`src/rtl/tiny_cpu_sequencer_if.sv`:
```
// Host/datapath bus of the tiny CPU sequencer: program-load handshake plus ALU control.
// The sequencer takes the slave side; the host and datapath take the master side.
interface tiny_cpu_sequencer_if;
   logic       load_valid;
   logic [7:0] load_data;
   logic       load_ready;
   logic       load_clear;
   logic [3:0] dp_acc;
   logic       dp_acc_zero;
   logic [3:0] dp_op;
   logic [3:0] dp_imm;
   logic       dp_acc_we;

   modport master (
      output load_valid, load_data, load_clear, dp_acc, dp_acc_zero,
      input  load_ready, dp_op, dp_imm, dp_acc_we
   );

   modport slave (
      input  load_valid, load_data, load_clear, dp_acc, dp_acc_zero,
      output load_ready, dp_op, dp_imm, dp_acc_we
   );
endinterface

```
`src/rtl/tiny_cpu_sequencer.sv`:
```
// Program sequencer for the 4-bit accumulator datapath: byte-loaded instruction memory,
// fetch/execute FSM with jumps, single-step, HALT and an OUT strobe.
module tiny_cpu_sequencer #(
   parameter int ADDR_W    = 4,
   parameter bit AUTO_WRAP = 1'b1
) (
   input  logic                 clk,
   input  logic                 rst,
   tiny_cpu_sequencer_if.slave  bus,
   input  logic                 start,
   input  logic                 abort,
   input  logic                 step_mode,
   input  logic                 step,
   output logic                 out_valid,
   output logic [3:0]           out_data,
   output logic [ADDR_W-1:0]    pc,
   output logic                 busy,
   output logic                 halted
);

   localparam int                DEPTH   = 1 << ADDR_W;
   localparam logic [ADDR_W:0]   LEN_ONE = (ADDR_W+1)'(1);
   localparam logic [ADDR_W:0]   LEN_MAX = (ADDR_W+1)'(DEPTH);
   localparam logic [ADDR_W-1:0] PC_ONE  = ADDR_W'(1);

   typedef enum logic [2:0] {
      S_IDLE  = 3'd0,
      S_FETCH = 3'd1,
      S_EXEC  = 3'd2,
      S_PAUSE = 3'd3,
      S_HALT  = 3'd4
   } state_t;

   typedef enum logic [3:0] {
      OP_NOP  = 4'h0,
      OP_LDI  = 4'h1,
      OP_ADD  = 4'h2,
      OP_SUB  = 4'h3,
      OP_AND  = 4'h4,
      OP_OR   = 4'h5,
      OP_XOR  = 4'h6,
      OP_JMP  = 4'h7,
      OP_JZ   = 4'h8,
      OP_OUT  = 4'h9,
      OP_HALT = 4'hF
   } opcode_t;

   state_t              state_q, state_d;
   logic [ADDR_W-1:0]   pc_d;
   logic [ADDR_W-1:0]   wptr;
   logic [ADDR_W:0]     prog_len;
   logic [7:0]          ir;
   logic [7:0]          mem [DEPTH];

   logic                load_fire;
   logic                last_instr;
   logic                seq_halt;
   logic [ADDR_W-1:0]   pc_seq;
   logic [ADDR_W-1:0]   jmp_target;
   logic [3:0]          ir_op;
   state_t              exec_next;
   logic                acc_we;
   logic                out_fire;

   assign bus.load_ready = (state_q == S_IDLE) || (state_q == S_HALT);
   assign load_fire      = bus.load_valid && bus.load_ready;

   assign ir_op      = ir[7:4];
   assign jmp_target = ADDR_W'(ir[3:0]);
   assign exec_next  = step_mode ? S_PAUSE : S_FETCH;

   // With prog_len == 0 the subtraction wraps to all ones, which no pc can match.
   assign last_instr = ({1'b0, pc} == (prog_len - LEN_ONE));
   assign seq_halt   = last_instr && !AUTO_WRAP;
   assign pc_seq     = (last_instr && AUTO_WRAP) ? '0 : pc + PC_ONE;

   always_comb begin
      // NOTE: every signal written here gets a default first, so no path leaves it unassigned and no latch is inferred.
      state_d  = state_q;
      pc_d     = pc;
      acc_we   = 1'b0;
      out_fire = 1'b0;

      case (state_q)
         S_IDLE, S_HALT: begin
            if (start && !abort && !load_fire && (prog_len != '0)) begin
               state_d = S_FETCH;
               pc_d    = '0;
            end
         end
         S_FETCH: state_d = S_EXEC;
         S_EXEC: begin
            state_d = exec_next;
            pc_d    = pc_seq;
            if (seq_halt) begin
               state_d = S_HALT;
               pc_d    = pc;
            end
            case (ir_op)
               OP_LDI, OP_ADD, OP_SUB, OP_AND, OP_OR, OP_XOR: acc_we = 1'b1;
               OP_JMP: begin
                  state_d = exec_next;
                  pc_d    = jmp_target;
               end
               OP_JZ: begin
                  if (bus.dp_acc_zero) begin
                     state_d = exec_next;
                     pc_d    = jmp_target;
                  end
               end
               OP_OUT:  out_fire = 1'b1;
               OP_HALT: begin
                  state_d = S_HALT;
                  pc_d    = pc;
               end
               default: ;
            endcase
         end
         S_PAUSE: begin
            if (step) state_d = S_FETCH;
         end
         default: state_d = S_IDLE;
      endcase

      // Abort overrides everything decided above, including a pending accumulator write.
      if (abort && (state_q != S_IDLE)) begin
         state_d  = S_IDLE;
         pc_d     = '0;
         acc_we   = 1'b0;
         out_fire = 1'b0;
      end
   end

   assign bus.dp_op     = (state_q == S_EXEC) ? ir[7:4] : 4'h0;
   assign bus.dp_imm    = (state_q == S_EXEC) ? ir[3:0] : 4'h0;
   assign bus.dp_acc_we = acc_we;

   assign busy   = (state_q == S_FETCH) || (state_q == S_EXEC) || (state_q == S_PAUSE);
   assign halted = (state_q == S_HALT);

   always_ff @(posedge clk or posedge rst) begin
      if (rst) begin
         state_q   <= S_IDLE;
         pc        <= '0;
         ir        <= 8'h00;
         out_valid <= 1'b0;
         out_data  <= 4'h0;
      end else begin
         state_q   <= state_d;
         pc        <= pc_d;
         out_valid <= out_fire;
         if (state_q == S_FETCH) ir <= mem[pc];
         if (out_fire) out_data <= bus.dp_acc;
      end
   end

   // NOTE: the program store is a small flop array, so it is reset to NOP like any other state.
   always_ff @(posedge clk or posedge rst) begin
      if (rst) begin
         wptr     <= '0;
         prog_len <= '0;
         for (int i = 0; i < DEPTH; i++) mem[i] <= 8'h00;
      end else if (bus.load_clear) begin
         wptr     <= '0;
         prog_len <= '0;
      end else if (load_fire) begin
         mem[wptr] <= bus.load_data;
         wptr      <= wptr + PC_ONE;
         if (prog_len != LEN_MAX) prog_len <= prog_len + LEN_ONE;
      end
   end

endmodule

```
`src/flat_wrapper.sv`:
```
// flat-port wrapper written by rule: the top's interface ports become plain ports
module tiny_cpu_sequencer_flat 
#(
   parameter int ADDR_W    = 4,
   parameter bit AUTO_WRAP = 1'b1
)
  (clk, rst, start, abort, step_mode, step, out_valid, out_data, pc, busy, halted, bus_load_valid, bus_load_data, bus_load_clear, bus_dp_acc, bus_dp_acc_zero, bus_load_ready, bus_dp_op, bus_dp_imm, bus_dp_acc_we);
  tiny_cpu_sequencer_if bus_i ();
  input  logic clk;
  input  logic rst;
  input  logic start;
  input  logic abort;
  input  logic step_mode;
  input  logic step;
  output logic out_valid;
  output logic [3:0] out_data;
  output logic [ADDR_W-1:0] pc;
  output logic busy;
  output logic halted;
  input wire logic [$bits(bus_i.load_valid)-1:0] bus_load_valid;
  input wire logic [$bits(bus_i.load_data)-1:0] bus_load_data;
  input wire logic [$bits(bus_i.load_clear)-1:0] bus_load_clear;
  input wire logic [$bits(bus_i.dp_acc)-1:0] bus_dp_acc;
  input wire logic [$bits(bus_i.dp_acc_zero)-1:0] bus_dp_acc_zero;
  output wire logic [$bits(bus_i.load_ready)-1:0] bus_load_ready;
  output wire logic [$bits(bus_i.dp_op)-1:0] bus_dp_op;
  output wire logic [$bits(bus_i.dp_imm)-1:0] bus_dp_imm;
  output wire logic [$bits(bus_i.dp_acc_we)-1:0] bus_dp_acc_we;
  assign bus_i.load_valid = bus_load_valid;
  assign bus_i.load_data = bus_load_data;
  assign bus_i.load_clear = bus_load_clear;
  assign bus_i.dp_acc = bus_dp_acc;
  assign bus_i.dp_acc_zero = bus_dp_acc_zero;
  assign bus_load_ready = bus_i.load_ready;
  assign bus_dp_op = bus_i.dp_op;
  assign bus_dp_imm = bus_i.dp_imm;
  assign bus_dp_acc_we = bus_i.dp_acc_we;
  tiny_cpu_sequencer #(.ADDR_W(ADDR_W), .AUTO_WRAP(AUTO_WRAP)) u_core (.clk(clk), .rst(rst), .bus(bus_i), .start(start), .abort(abort), .step_mode(step_mode), .step(step), .out_valid(out_valid), .out_data(out_data), .pc(pc), .busy(busy), .halted(halted));
endmodule
```
`config.mk`:
```
export PLATFORM = sky130hd
export DESIGN_NAME = tiny_cpu_sequencer_flat
export DESIGN_NICKNAME = d
export VERILOG_FILES = /design/src/rtl/tiny_cpu_sequencer_if.sv /design/src/rtl/tiny_cpu_sequencer.sv /design/src/flat_wrapper.sv
export SDC_FILE = /design/constraint.sdc
export NUM_CORES = 1
export LEC_CHECK = 0
export ABC_AREA = 1
export ABC_CLOCK_PERIOD_IN_PS = 5210
export BUFFER_PORTS_ARGS = -buffer_cell sky130_fd_sc_hd__buf_2
export CELL_PAD_IN_SITES_DETAIL_PLACEMENT = 0
export CELL_PAD_IN_SITES_GLOBAL_PLACEMENT = 1
export CORE_MARGIN = 1
export CORE_UTILIZATION = 42
export CTS_CLUSTER_DIAMETER = 80
export DETAILED_ROUTE_END_ITERATION = 10
export PLACE_DENSITY = 0.83
export SLEW_MARGIN = 20
export SYNTH_ARGS = -nofsm -noshare
export SYNTH_HDL_FRONTEND = slang
export SYNTH_SLANG_ARGS = --single-unit
```
`constraint.sdc`:
```
create_clock -name clk -period 5.21 [get_ports clk]
set_input_delay 1.042 -clock clk [delete_from_list [all_inputs] [get_ports clk]]
set_output_delay 1.042 -clock clk [all_outputs]
set_load 0.03 [all_outputs]
```
* Yosys cells after proc, flatten, opt, wreduce, memory -nomap -nowiden
Cells that the tools add are included.
Word-level totals: bits in registers 157, output and inout bits 21, word-level logic and storage cells 106
Cells by class: add/subtract/negate cells 4, magnitude comparators 3, equality and inequality tests 19, multiplexer cells 31, bitwise operators 3, reductions and logical operators 23
Operators by type and width (count):
- bitwise mux 128 bit | 1
- binary-select mux 8 bit (select 4 bit) | 1
- demux 8 bit (select 4 bit) | 1
- two-way mux 4 bit | 8
- two-way mux 8 bit | 3
- equality test 4 x 3 -> 1 bit (second input constant) | 4
- two-way mux 5 bit | 3
- equality test 4 bit (second input constant) | 3
- two-way mux 3 bit | 4
- case mux 3 bit (4 select lines) | 1
- case mux 4 bit (3 select lines) | 1
- >= comparator 5 bit (second input constant) | 2
- NOT 4 -> 5 bit | 2
- adder 4 x 1 -> 4 bit (second input constant) | 2
- equality test 4 x 2 -> 1 bit (second input constant) | 2
- case mux 4 bit (2 select lines) | 1
- equality test 3 x 2 -> 1 bit (second input constant) | 2
- logical AND 1 bit | 6
- two-way mux 1 bit | 6
- != test 3 x 2 -> 1 bit (second input constant) | 2
- AND reduction 2 bit | 3
- nonzero test 3 bit | 2
- OR reduction 6 bit | 1
- adder 5 x 1 -> 5 bit (second input constant) | 1
- 17 further kinds | 21

* Logic depth before layout (Yosys ltp)
Gate-level depths: netlist of run 1.
depth in word-level cells 9, gate-level depth with buffers 13, mapped depth without buffers 13

* Worst setup path before layout of run 1
No wires, ideal clock.
kind in2out, from in abort, to out bus_dp_acc_we, arrival 1.885 ns, required time 4.168 ns, slack 2.283 ns, stages on the path 3, cell sequence inv_1 -> nand2_1 -> nor3_1
Between the ends: cells in the longest elaborated chain, start to end 2
RTL lines:
- from (decl) | RTL line flat_wrapper.sv:12 | input logic abort;
- logical AND 1 bit | RTL line tiny_cpu_sequencer.sv:126 | if (abort && (state_q != S_IDLE)) begin
- two-way mux 1 bit | RTL line tiny_cpu_sequencer.sv:126
- to (decl) | RTL line flat_wrapper.sv:28 | output wire logic [$bits(bus_i.dp_acc_we)-1:0] bus_dp_acc_we;
No other way between the ends.

* Worst setup path after layout of run 1
from reg u_core.state_q[1], to out bus_dp_acc_we
Between the ends: cells in the longest elaborated chain, start to end 3, elaborated cells between the ends (all ways) 5, classes of those cells eq/ne: 1; mux: 2; reduce/logical: 2
RTL lines:
- from (decl) | RTL line tiny_cpu_sequencer.sv:48 | state_t state_q, state_d;
- from (signal assigned) | RTL line tiny_cpu_sequencer.sv:149 | state_q <= state_d;
- equality test 3 x 2 -> 1 bit / nonzero test 3 bit (equally long branches) | RTL line tiny_cpu_sequencer.sv:84, tiny_cpu_sequencer.sv:126
- two-way mux 1 bit / logical AND 1 bit (equally long branches) | RTL line tiny_cpu_sequencer.sv:84, tiny_cpu_sequencer.sv:126
- two-way mux 1 bit * | RTL line tiny_cpu_sequencer.sv:126
Mark *: on every way between the ends. The rest lies on a longest branch, timed or not.

==> results.json, run 1 <==
{
  "reg2reg_to": "u_core.ir[5]",
  "synth_largest_area_cell": "dfrtp_1",
  "total_power_uw": 3790,
  "dieArea_um2": 19600,
  "cp-end-kind": "output port",
  "setup.worst_path.start_class": "flip-flop",
  "grt_pass1_vias": 6240,
  "ys_ff_latch": 157,
  "critPathLaunch": "u_core.state_q[1]",
  "syn_to_final_growth_pct": 10.3,
  "crit_buf_inv": 2,
  "hold_violations": 0,
  "wl_mm": 20.2,
  "power_per_cell_area_nw_per_um2": 430,
  "crit_chain": "inv_1 -> nor3_4 -> nand2_1 -> nor3_1 -> buf_2",
  "synth_area_per_cell_um2": 8.13,
  "post-cts-setup-buffers": 0,
  "postCtsResizedCells": 0,
  "dr.first_iter.drc_count": 477,
  "synth_area_um2": 8000,
  "maxCapViolCount": 0,
  "path_class": "reg2out",
  "slowest_stage": "dfrtp_1",
  "cpPeakStageDelay_ps": 460,
  "status": "finished, violations left",
  "grt_first_pass_wirelength_mm": 33.5,
  "grt_max_degree": 158,
  "row_count": 50,
  "htree_levels": 4,
  "required_ps": 4170,
  "ys_warn_count": 0,
  "cts_root_buf": "clkbuf_16",
  "rrSetupSlack_ps": 2860,
  "timing.fmax_ghz": 0.345,
  "grt_usage_pct": 22.2,
  "firstDrtPassIters": 8,
  "synth_top_cell_area_share_pct": 49.1,
  "hold_slack_ps": 475,
  "cts_tree": "built",
  "worst-r2r-cell-count": 8,
  "drc": 1,
  "start_util_pct": 42.8,
  "fin_crit_sh_pct": 55.7,
  "async_flop_share_pct": 100,
  "ys.flop_type": "dfrtp_1",
  "max-vdd-ir-drop_uv": 249,
  "syn_nets": 1012,
  "cts_hold_buf": 0,
  "hold_class": "reg2reg",
  "grt_antenna_before_repair": 0,
  "cp_top_family": "simple AND/OR/NAND/NOR gates",
  "wl_per_cell_um": 16.3,
  "endpoint": "bus_dp_acc_we",
  "ant_nets": 0,
  "violations": "design-rule violations",
  "cts.clk_slew.worst_paths_ps": 60,
  "finClkSkew_ps": 8.82,
  "yosysUniqueCellTypes": 33,
  "worstMarginPinSlew_ps": 1010,
  "layout.nets": 1025,
  "cp.arrival_ps": 1860,
  "rsz0062_at_grt": "no",
  "power.leakage_uw": 0.00436,
  "dieHeight_um": 140,
  "finalSetupViolCount": 0,
  "overflow": 0,
  "n_antenna_cell": 0,
  "r2r_start": "u_core.pc[1]",
  "max_slew_margin_pct": 32.4,
  "dp_hpwl_mm": 13.0,
  "slew_viol_final": 0,
  "cts.sinks": 157,
  "routabilityCongestion": 0.786,
  "io_buffers": 41,
  "numCtsBuffers": 17,
  "vias": 6460,
  "ys_seq_area_share_pct": 49.1,
  "clk_latency_ps": 430,
  "cp.depth": 5,
  "finalSetupTns_ps": 0,
  "coreArea_um2": 18700,
  "avgViaCountPerCell": 5.19,
  "syn_inst": 984,
  "die_w_um": 140,
  "drive_gt1_share_pct": 10.8,
  "cp_max_fo": 7,
  "ios": 42,
  "yosys-top-cells-area": "dfrtp_1 (49%), nand2_1 (11%), o21ai_0 (5.8%)",
  "synth-edff-count": 0,
  "cts.path.max_buffers": 2,
  "fin_crit_ps": 2900
}
## tightest hold or removal path, cell delays in order, from the launching register on
cell and delay, ps:
dfrtp_1 340, nand2_1 50, nand2_1 60
## report_power, final
part | internal [uW] | leakage (uW) | switching [uW]
Combinational | 317 | 0.00227 | 737
Sequential | 1400 | 0.00181 | 125
Clock | 698 | 0.000279 | 513
## sequential cells by signal, summed over array words and instances, names as in the netlist
name,count
u_core.wptr,4
u_core.out_data,4
u_core.pc,4
u_core.ir,8
u_core.prog_len,5
u_core.state_q,3
u_core.out_valid,1
u_core.mem,128
## cells by family after synthesis
| group | Yosys count | synth area share, % |
|---|---|---|
| fa+ha+maj | 7 | 1.09 |
| compound gates | 242 | 16.1 |
| buf+inv | 168 | 9.26 |
| simple gates | 408 | 24.2 |
| flops | 157 | 49.1 |
| xor+xnor | 2 | 0.219 |
## layout by cell type, fill, tap and decap left out, types with 2 or more instances in the layout
master / netlist / routed
nand2_1: 228 / 228
dfrtp_1: 157 / 155
inv_1: 112 / 111
o21ai_0: 92 / 92
nor2_1: 85 / 85
a21oi_1: 80 / 80
nand3_1: 55 / 55
buf_2: 12 / 41
o21ai_1: 38 / 38
o211ai_1: 23 / 23
clkbuf_16: 0 / 17
nor2_8: 11 / 11
nand4_1: 11 / 11
ha_1: 7 / 7
a31oi_1: 6 / 6
nor3_1: 5 / 5
nor4_4: 4 / 4
clkinvlp_4: 0 / 4
buf_4: 0 / 4
nor2_2: 3 / 3
clkbuf_8: 0 / 3
clkinv_2: 0 / 3
clkinv_4: 0 / 3
inv_2: 2 / 2
a21oi_2: 2 / 2
xor2_1: 2 / 2
clkinv_1: 2 / 2
inv_6: 0 / 2
dfrtp_2: 0 / 2
## cell usage after synthesis, types with 2 or more instances
cell / count
nor2_2: 3
clkinv_1: 2
nand3_1: 55
nand2_1: 228
nor2_1: 85
nor2_8: 11
o21ai_1: 38
inv_2: 2
a31oi_1: 6
ha_1: 7
inv_1: 112
xor2_1: 2
nand4_1: 11
o21ai_0: 92
buf_1: 4
a21oi_1: 80
buf_2: 12
nor3_1: 5
nor4_4: 4
buf_6: 9
clkbuf_1: 25
o211ai_1: 23
a21oi_2: 2
dfrtp_1: 157
## routing by layer
| layer | share of wire (%) | GRT usage (%) | vias up |
|---|---|---|---|
| li1 | - | - | 3219 |
| met3 | 4.2 | 3.86 | 20 |
| met4 | 1.3 | 6.30 | 0 |
| met2 | 46 | 34.7 | 139 |
| met1 | 48 | 31.6 | 3082 |
| met5 | 0 | 0 | - |
## how the worst min path moves through the flow
stage | endpoint | startpoint | depth (start not counted)
floorplan | u_core.mem[72] | u_core.mem[72] | 2
global placement | u_core.out_data[1] | u_core.out_data[1] | 2
detailed placement | u_core.out_data[0] | u_core.out_data[0] | 2
CTS | u_core.out_data[0] | u_core.out_data[0] | 2
global route | u_core.out_data[3] | u_core.out_data[3] | 2
finish | u_core.out_data[0] | u_core.out_data[0] | 2
## final cells by class
type                    count  area, um^2
fillers                  1824        9880
clock buffers              20         467
flip-flops and latches    157        3930
inverters                 116         439
multi-input cells         659        3330
well taps                 234         293
repair buffers             46         255
clock inverters            12         111
## per-stage QoR
stage	area (um^2)	setup WS (ps)	cells	utilization, %
after floorplan	8010	2180	984	-
after global placement	8250	2410	1212	44.1
after detailed placement	8250	2420	1212	44.1
after CTS	8830	2300	1244	47.2
after global routing	8830	2190	1244	47.2
final	8830	2310	1244	47.2
No activity file was read; power rests on OpenSTA's default activity.
==> run 2: changes to the inputs <==
--- a/config.mk
+++ b/config.mk
@@ -5,16 +5,16 @@
 export SDC_FILE = /design/constraint.sdc
 export NUM_CORES = 1
 export LEC_CHECK = 0
-export ABC_AREA = 1
-export ABC_CLOCK_PERIOD_IN_PS = 5210
+export ABC_AREA = 0
+export ABC_CLOCK_PERIOD_IN_PS = 3000
 export BUFFER_PORTS_ARGS = -buffer_cell sky130_fd_sc_hd__buf_2
 export CELL_PAD_IN_SITES_DETAIL_PLACEMENT = 0
 export CELL_PAD_IN_SITES_GLOBAL_PLACEMENT = 1
 export CORE_MARGIN = 1
-export CORE_UTILIZATION = 42
+export CORE_UTILIZATION = 51
 export CTS_CLUSTER_DIAMETER = 80
 export DETAILED_ROUTE_END_ITERATION = 10
-export PLACE_DENSITY = 0.83
+export PLACE_DENSITY = 0.87
 export SLEW_MARGIN = 20
 export SYNTH_ARGS = -nofsm -noshare
 export SYNTH_HDL_FRONTEND = slang
==> constraint.sdc (replaced) <==
create_clock -name clk -period 3 [get_ports clk]
set_input_delay 0.6 -clock clk [delete_from_list [all_inputs] [get_ports clk]]
set_output_delay 0.6 -clock clk [all_outputs]
set_load 0.03 [all_outputs]
==> run 2 against run 1 <==
Against the previous run:
- the run now ends clean
- clock skew fell by 3.3 ps
- total power is 37% higher
- count of clock-buffer cells in the layout shrank 3
- critical path depth is 2 lower
- sequential power rose by 65%
- routed wire length decreased by 22%
- worst setup slack lost 1800 ps
- sequential share of layout area increased by 2.2 points
- via count shrank 29%
- clock power is 63% higher
- sequential cell count did not move
- combinational power fell by 34%
- critical path type unchanged
- highest routed layer unchanged
==> results.json, run 2 <==
{
  "synth_area_per_cell_um2": 13.8,
  "reg2reg_to": "u_core.pc[3]",
  "drc": 0,
  "cp.arrival_ps": 1900,
  "yosysMostFrequentCell": "dfrtp_1",
  "post-cts-setup-buffers": 0,
  "grt_usage_pct": 23.2,
  "clk_latency_ps": 420,
  "row_count": 43,
  "firstDrtPassIters": 5,
  "ys_ff_latch": 157,
  "avgViaCountPerCell": 6.03,
  "dieArea_um2": 15200,
  "multiInputGateArea_um2": 3390,
  "whs_path_depth": 3,
  "ys_seq_area_share_pct": 52.4,
  "ys_top_cells_by_count": "dfrtp_1 (157), mux2_2 (86), mux2_1 (50)",
  "grt_antenna_before_repair": 0,
  "max-vdd-ir-drop_uv": 621,
  "numCtsBuffers": 17,
  "syn_to_final_growth_pct": 12.1,
  "timing.fmax_ghz": 0.400,
  "synth_top_cell_area_share_pct": 52.4,
  "n_antenna_cell": 0,
  "start_util_pct": 53.2,
  "slew_viol_final": 0,
  "ys_warn_count": 0,
  "r2r_start": "u_core.prog_len[0]",
  "mostFrequentLayoutCell": "dfrtp_1",
  "required_ps": 2400,
  "cp-end-kind": "output port",
  "cp_max_fo": 8,
  "power.leakage_uw": 0.00403,
  "syn_nets": 570,
  "ys.flop_type": "dfrtp_1",
  "synth-edff-count": 0,
  "dr.first_iter.drc_count": 337,
  "ant_nets": 0,
  "largest_register": "u_core.mem",
  "setup.worst_path.start_class": "flip-flop",
  "grt_pass1_vias": 4740,
  "synth_area_um2": 7500,
  "worstHoldEndpoint": "u_core.out_data[1]",
  "cts_hold_buf": 0,
  "coreArea_um2": 14100,
  "grt_max_degree": 158,
  "drive_gt1_share_pct": 35.5,
  "ios": 42,
  "nFillCells": 1080,
  "io_buffers": 41,
  "grt_first_pass_wirelength_mm": 25.9,
  "finalSetupViolCount": 0,
  "routabilityCongestion": 0.804,
  "utilization_pct": 59.7,
  "cts.clk_slew.worst_paths_ps": 70,
  "htree_levels": 4,
  "mostFrequentLayoutCells": "dfrtp_1 (156), mux2_2 (86), mux2_1 (50)",
  "status": "completed",
  "dieHeight_um": 123,
  "die_w_um": 123,
  "wl_mm": 15.9,
  "cts_tree": "built",
  "hold_class": "in2reg",
  "hold_violations": 0,
  "max_slew_margin_pct": 43.8,
  "cts.sinks": 157,
  "syn_inst": 542,
  "cts_root_buf": "clkbuf_16",
  "rrSetupSlack_ps": 520,
  "async_flop_share_pct": 100,
  "rsz0062_at_grt": "no",
  "finalSetupTns_ps": 0,
  "postCtsResizedCells": 0,
  "vias": 4616,
  "layout.nets": 601,
  "maxCapViolCount": 0,
  "worst-r2r-cell-count": 7,
  "seqCellArea_um2": 3930,
  "largest_register_ffs": 128,
  "finClkSkew_ps": 5.49,
  "dp_hpwl_mm": 10.7,
  "min_from": "bus_dp_acc[1]",
  "top_regs": "u_core.mem: 128 flops, u_core.ir: 8 flops, u_core.prog_len: 5 flops",
  "path_class": "reg2out",
  "cts.path.max_buffers": 2,
  "power_per_cell_area_nw_per_um2": 618,
  "fin_crit_sh_pct": 83.3,
  "overflow": 0,
  "worstMarginPinSlew_ps": 844,
  "synth_largest_area_cell": "dfrtp_1",
  "yosys-top-cells-area": "dfrtp_1 (52%), mux2_2 (13%), mux4_2 (9.6%)",
  "fin_crit_ps": 2500,
  "wl_per_cell_um": 20.7,
  "yosysUniqueCellTypes": 45
}
-- run 2: changes by cell type in the layout (fill, tap and decap cells not counted), moves of 38 or more --
cell / before / now
mux2_1: 0 / 50
mux2_2: 0 / 86
inv_1: 111 / 10
nand3_1: 55 / 3
o21ai_1: 38 / 0
a21oi_1: 80 / 4
o21ai_0: 92 / 3
nand2_1: 228 / 33
nor2_1: 85 / 22
-- run 2: how the worst max path moves through the flow --
stage | from | to | slack, ps
6_report | u_core.state_q[0] | bus_dp_acc_we | 500
5_1_grt | u_core.state_q[0] | bus_dp_acc_we | 400
4_1_cts | u_core.state_q[0] | bus_dp_acc_we | 480
3_5_place_dp | bus_load_valid | u_core.mem[123] | 490
3_3_place_gp | bus_load_valid | u_core.mem[124] | 540
2_1_floorplan | rst | u_core.ir[0] | 410
-- run 2: final cells by class --
type	instances	area share, %
Clock inverter	15	1.38
Multi-Input combinational cell	338	40.3
Tap cell	180	2.68
Sequential cell	157	46.7
Clock buffer	17	5.06
Inverter	12	0.580
Timing Repair Buffer	47	3.27
-- run 2: logic make-up after synthesis --
| kind of cell | count (synthesis) | synth area share, % |
|---|---|---|
| AO/OA/AOI/OAI | 32 | 3.85 |
| XOR/XNOR | 12 | 1.40 |
| adder cells (fa/ha/maj) | 7 | 1.17 |
| buffers and inverters | 47 | 2.47 |
| flip-flops | 157 | 52.4 |
| multiplexers | 176 | 31.1 |
| AND/OR/NAND/NOR | 111 | 7.66 |
-- run 2: per-stage QoR --
step	power (uW)	setup WS (ps)	area, um^2	hold slack [ps]	instances
after floorplan	3050	412	7510	459	542
after detailed placement	3270	491	7870	461	734
final	5200	502	8410	371	766
after global routing	5420	403	8410	366	766
after CTS	5240	485	8410	367	766
after global placement	3210	539	7870	452	734
-- run 2: critical path, stage by stage (launching register included) --
cell and delay, ps:
dfrtp_1 460, or4b_1 610, nor3_1 190, buf_2 220
-- run 2: metal layers --
metal	part of all wire, %	track usage (%)	up-vias
li1	-	-	2040
met2	50	37.2	106
met1	45	31.8	2455
met5	0	0	-
met4	1.2	5.87	0
met3	3.5	5.67	15
-- run 2: power by group --
group	leakage, uW	internal [uW]	total (uW)	switching, uW
clock network	0.000260	1070	1970	902
registers	0.00213	2350	2530	177
logic	0.00164	365	697	332
total	0.00403	3790	5200	1410
==> run 3: changes to the inputs <==
--- a/config.mk
+++ b/config.mk
@@ -6,15 +6,15 @@
 export NUM_CORES = 1
 export LEC_CHECK = 0
 export ABC_AREA = 0
-export ABC_CLOCK_PERIOD_IN_PS = 3000
+export ABC_CLOCK_PERIOD_IN_PS = 2100
 export BUFFER_PORTS_ARGS = -buffer_cell sky130_fd_sc_hd__buf_2
 export CELL_PAD_IN_SITES_DETAIL_PLACEMENT = 0
 export CELL_PAD_IN_SITES_GLOBAL_PLACEMENT = 1
 export CORE_MARGIN = 1
-export CORE_UTILIZATION = 51
+export CORE_UTILIZATION = 46
 export CTS_CLUSTER_DIAMETER = 80
 export DETAILED_ROUTE_END_ITERATION = 10
-export PLACE_DENSITY = 0.87
+export PLACE_DENSITY = 0.83
 export SLEW_MARGIN = 20
 export SYNTH_ARGS = -nofsm -noshare
 export SYNTH_HDL_FRONTEND = slang
==> constraint.sdc (replaced) <==
create_clock -name clk -period 2.1 [get_ports clk]
set_input_delay 0.42 -clock clk [delete_from_list [all_inputs] [get_ports clk]]
set_output_delay 0.42 -clock clk [all_outputs]
set_load 0.03 [all_outputs]
==> run 3 against run 2 <==
Against the previous run:
- the flow now finishes with violations (negative setup slack)
- routed wire length grew 4.7%
- non-clock buffer count increased by 46
- clock skew is 9.0 ps higher
- critical path depth grew 2
- sequential share of layout area down 3.6 points
- first-iteration DRC count decreased by 22%
- critical endpoint is now halted
==> results.json, run 3 (synthesized netlist as in run 2, its figures left out) <==
{
  "finClkSkew_ps": 14.5,
  "hold_slack_ps": 140,
  "path_class": "reg2out",
  "dp_hpwl_mm": 11.4,
  "preCtsSetupSlack_ps": -107,
  "numCtsBuffers": 17,
  "comb_power_share_pct": 14.0,
  "dpl.cell_count": 811,
  "start_util_pct": 47.2,
  "overflow": 0,
  "dieArea_um2": 16800,
  "timing.fmax_ghz": 0.467,
  "hold_class": "in2async",
  "cp_max_fo": 7,
  "largest_register": "u_core.mem",
  "fin_crit_ps": 2140,
  "p_switching_uw": 2090,
  "rsz0062_at_grt": "yes",
  "cts_hold_buf": 0,
  "cts.sinks": 157,
  "final_area_um2": 9110,
  "routabilityCongestion": 0.830,
  "wl_per_cell_um": 19.6,
  "worstMarginPinSlew_ps": 780,
  "die_w_um": 130,
  "grt_first_pass_wirelength_mm": 26.9,
  "finalSetupTns_ps": -85.2,
  "avgViaCountPerCell": 5.61,
  "violations": "negative setup slack",
  "max-vdd-ir-drop_uv": 609,
  "clk_latency_ps": 420,
  "cts_tree": "built",
  "syn_to_final_growth_pct": 21.4,
  "grt_max_degree": 33,
  "power.leakage_uw": 0.00438,
  "internal_power_uw": 6070,
  "p_clk_share_pct": 41.5,
  "grt_pass1_vias": 4968,
  "required_ps": 1680,
  "ant_nets": 0,
  "dieHeight_um": 130,
  "hold_violations": 0,
  "cts_root_buf": "clkbuf_16",
  "fin_crit_sh_pct": 102,
  "firstDrtPassIters": 5,
  "status": "finished, violations left",
  "slew_viol_final": 0,
  "row_count": 46,
  "grt_antenna_before_repair": 0,
  "cp-end-kind": "output port",
  "mostFrequentLayoutCell": "dfrtp_1",
  "setup_slack_ps": -41.1,
  "top_regs": "u_core.mem: 128 flops, u_core.ir: 8 flops, u_core.prog_len: 5 flops",
  "layout.nets": 647,
  "n_antenna_cell": 0,
  "io_buffers": 41,
  "drc": 0,
  "seqPwrFrac_pct": 44.5,
  "cts.path.max_buffers": 2,
  "vias": 4758,
  "largest_register_ffs": 128,
  "cts.clk_slew.worst_paths_ps": 60,
  "place_area_um2": 8340,
  "htree_levels": 4,
  "drive_gt1_share_pct": 42.2,
  "setup.worst_path.start_class": "flip-flop",
  "stdcell_count": 848,
  "mostFrequentLayoutCells": "dfrtp_1 (155), mux2_2 (86), mux2_1 (50)",
  "coreArea_um2": 15900,
  "cp.arrival_ps": 1720,
  "grt_usage_pct": 21.6,
  "finalSetupViolCount": 3,
  "max_slew_margin_pct": 47.9,
  "wl_mm": 16.6,
  "maxCapViolCount": 0,
  "power_per_cell_area_nw_per_um2": 895,
  "dr.first_iter.drc_count": 264,
  "ios": 42,
  "netSwitchingFraction_pct": 25.6
}
## run 3: cell count changes in the layout (fill, tap and decap cells not counted), sizes merged
cell      before  now
clkinvlp       4    3
clkbuf        17   19
bufinv         0    4
clkinv         8    1
buf           47   93
inv           15   17
## run 3: layout make-up
| class | count | area (um^2) |
|---|---|---|
| Tap cell | 216 | 270 |
| Sequential cell | 157 | 3930 |
| Timing Repair Buffer | 93 | 746 |
| Inverter | 12 | 48.8 |
| Multi-Input combinational cell | 338 | 3460 |
| Fill cell | 1261 | 6770 |
| Clock buffer | 19 | 453 |
| Clock inverter | 13 | 201 |
## run 3: path summary, 6_finish.rpt
kind	from	endpoint	slack, ps	cells after the start
setup / recovery	u_core.state_q[1]	halted	-40	5
hold / removal	rst	u_core.mem[96]	140	2
setup reg to reg	u_core.prog_len[1]	u_core.pc[2]	10	8
hold reg to reg	u_core.out_data[1]	u_core.out_data[1]	470	2
max in group asynchronous	rst	u_core.prog_len[1]	1290	3
min in group clk	bus_dp_acc[3]	u_core.out_data[3]	190	3
## run 3: power by group through the flow
stage / clock [uW] / combinational, uW / sequential [uW]
after floorplan: 0 / 807 / 3560
after global placement: 0 / 1060 / 3640
after detailed placement: 0 / 1100 / 3670
after CTS: 3440 / 1130 / 3620
after global routing: 3570 / 1250 / 3670
final: 3380 / 1140 / 3620
## run 3: critical path, stage by stage, from the launching register on
cell and delay [ps]:
dfrtp_1 400, buf_4 160, or2_2 350, inv_2 100
and2_1 160, buf_6 140
## run 3: metal layers
metal | vias up | part of all wire [%] | GRT usage (%)
li1 | 2138 | - | -
met1 | 2501 | 44 | 28.2
met2 | 105 | 51 | 36.3
met3 | 14 | 3.7 | 4.67
met4 | 0 | 0.96 | 6.09
met5 | - | 0 | 0
## run 3: timing repair
action	4_1_cts	5_1_grt
buffers inserted	3	2
gates resized for setup	13	6
pin swaps	6	4
setup endpoints to repair	13	51
## run 3: per-stage QoR
stage | total power [uW] | utilization, %
after floorplan | 4370 | -
after global placement | 4700 | 52.5
after detailed placement | 4770 | 52.5
after CTS | 8200 | 57.0
after global routing | 8490 | 57.4
final | 8150 | 57.4
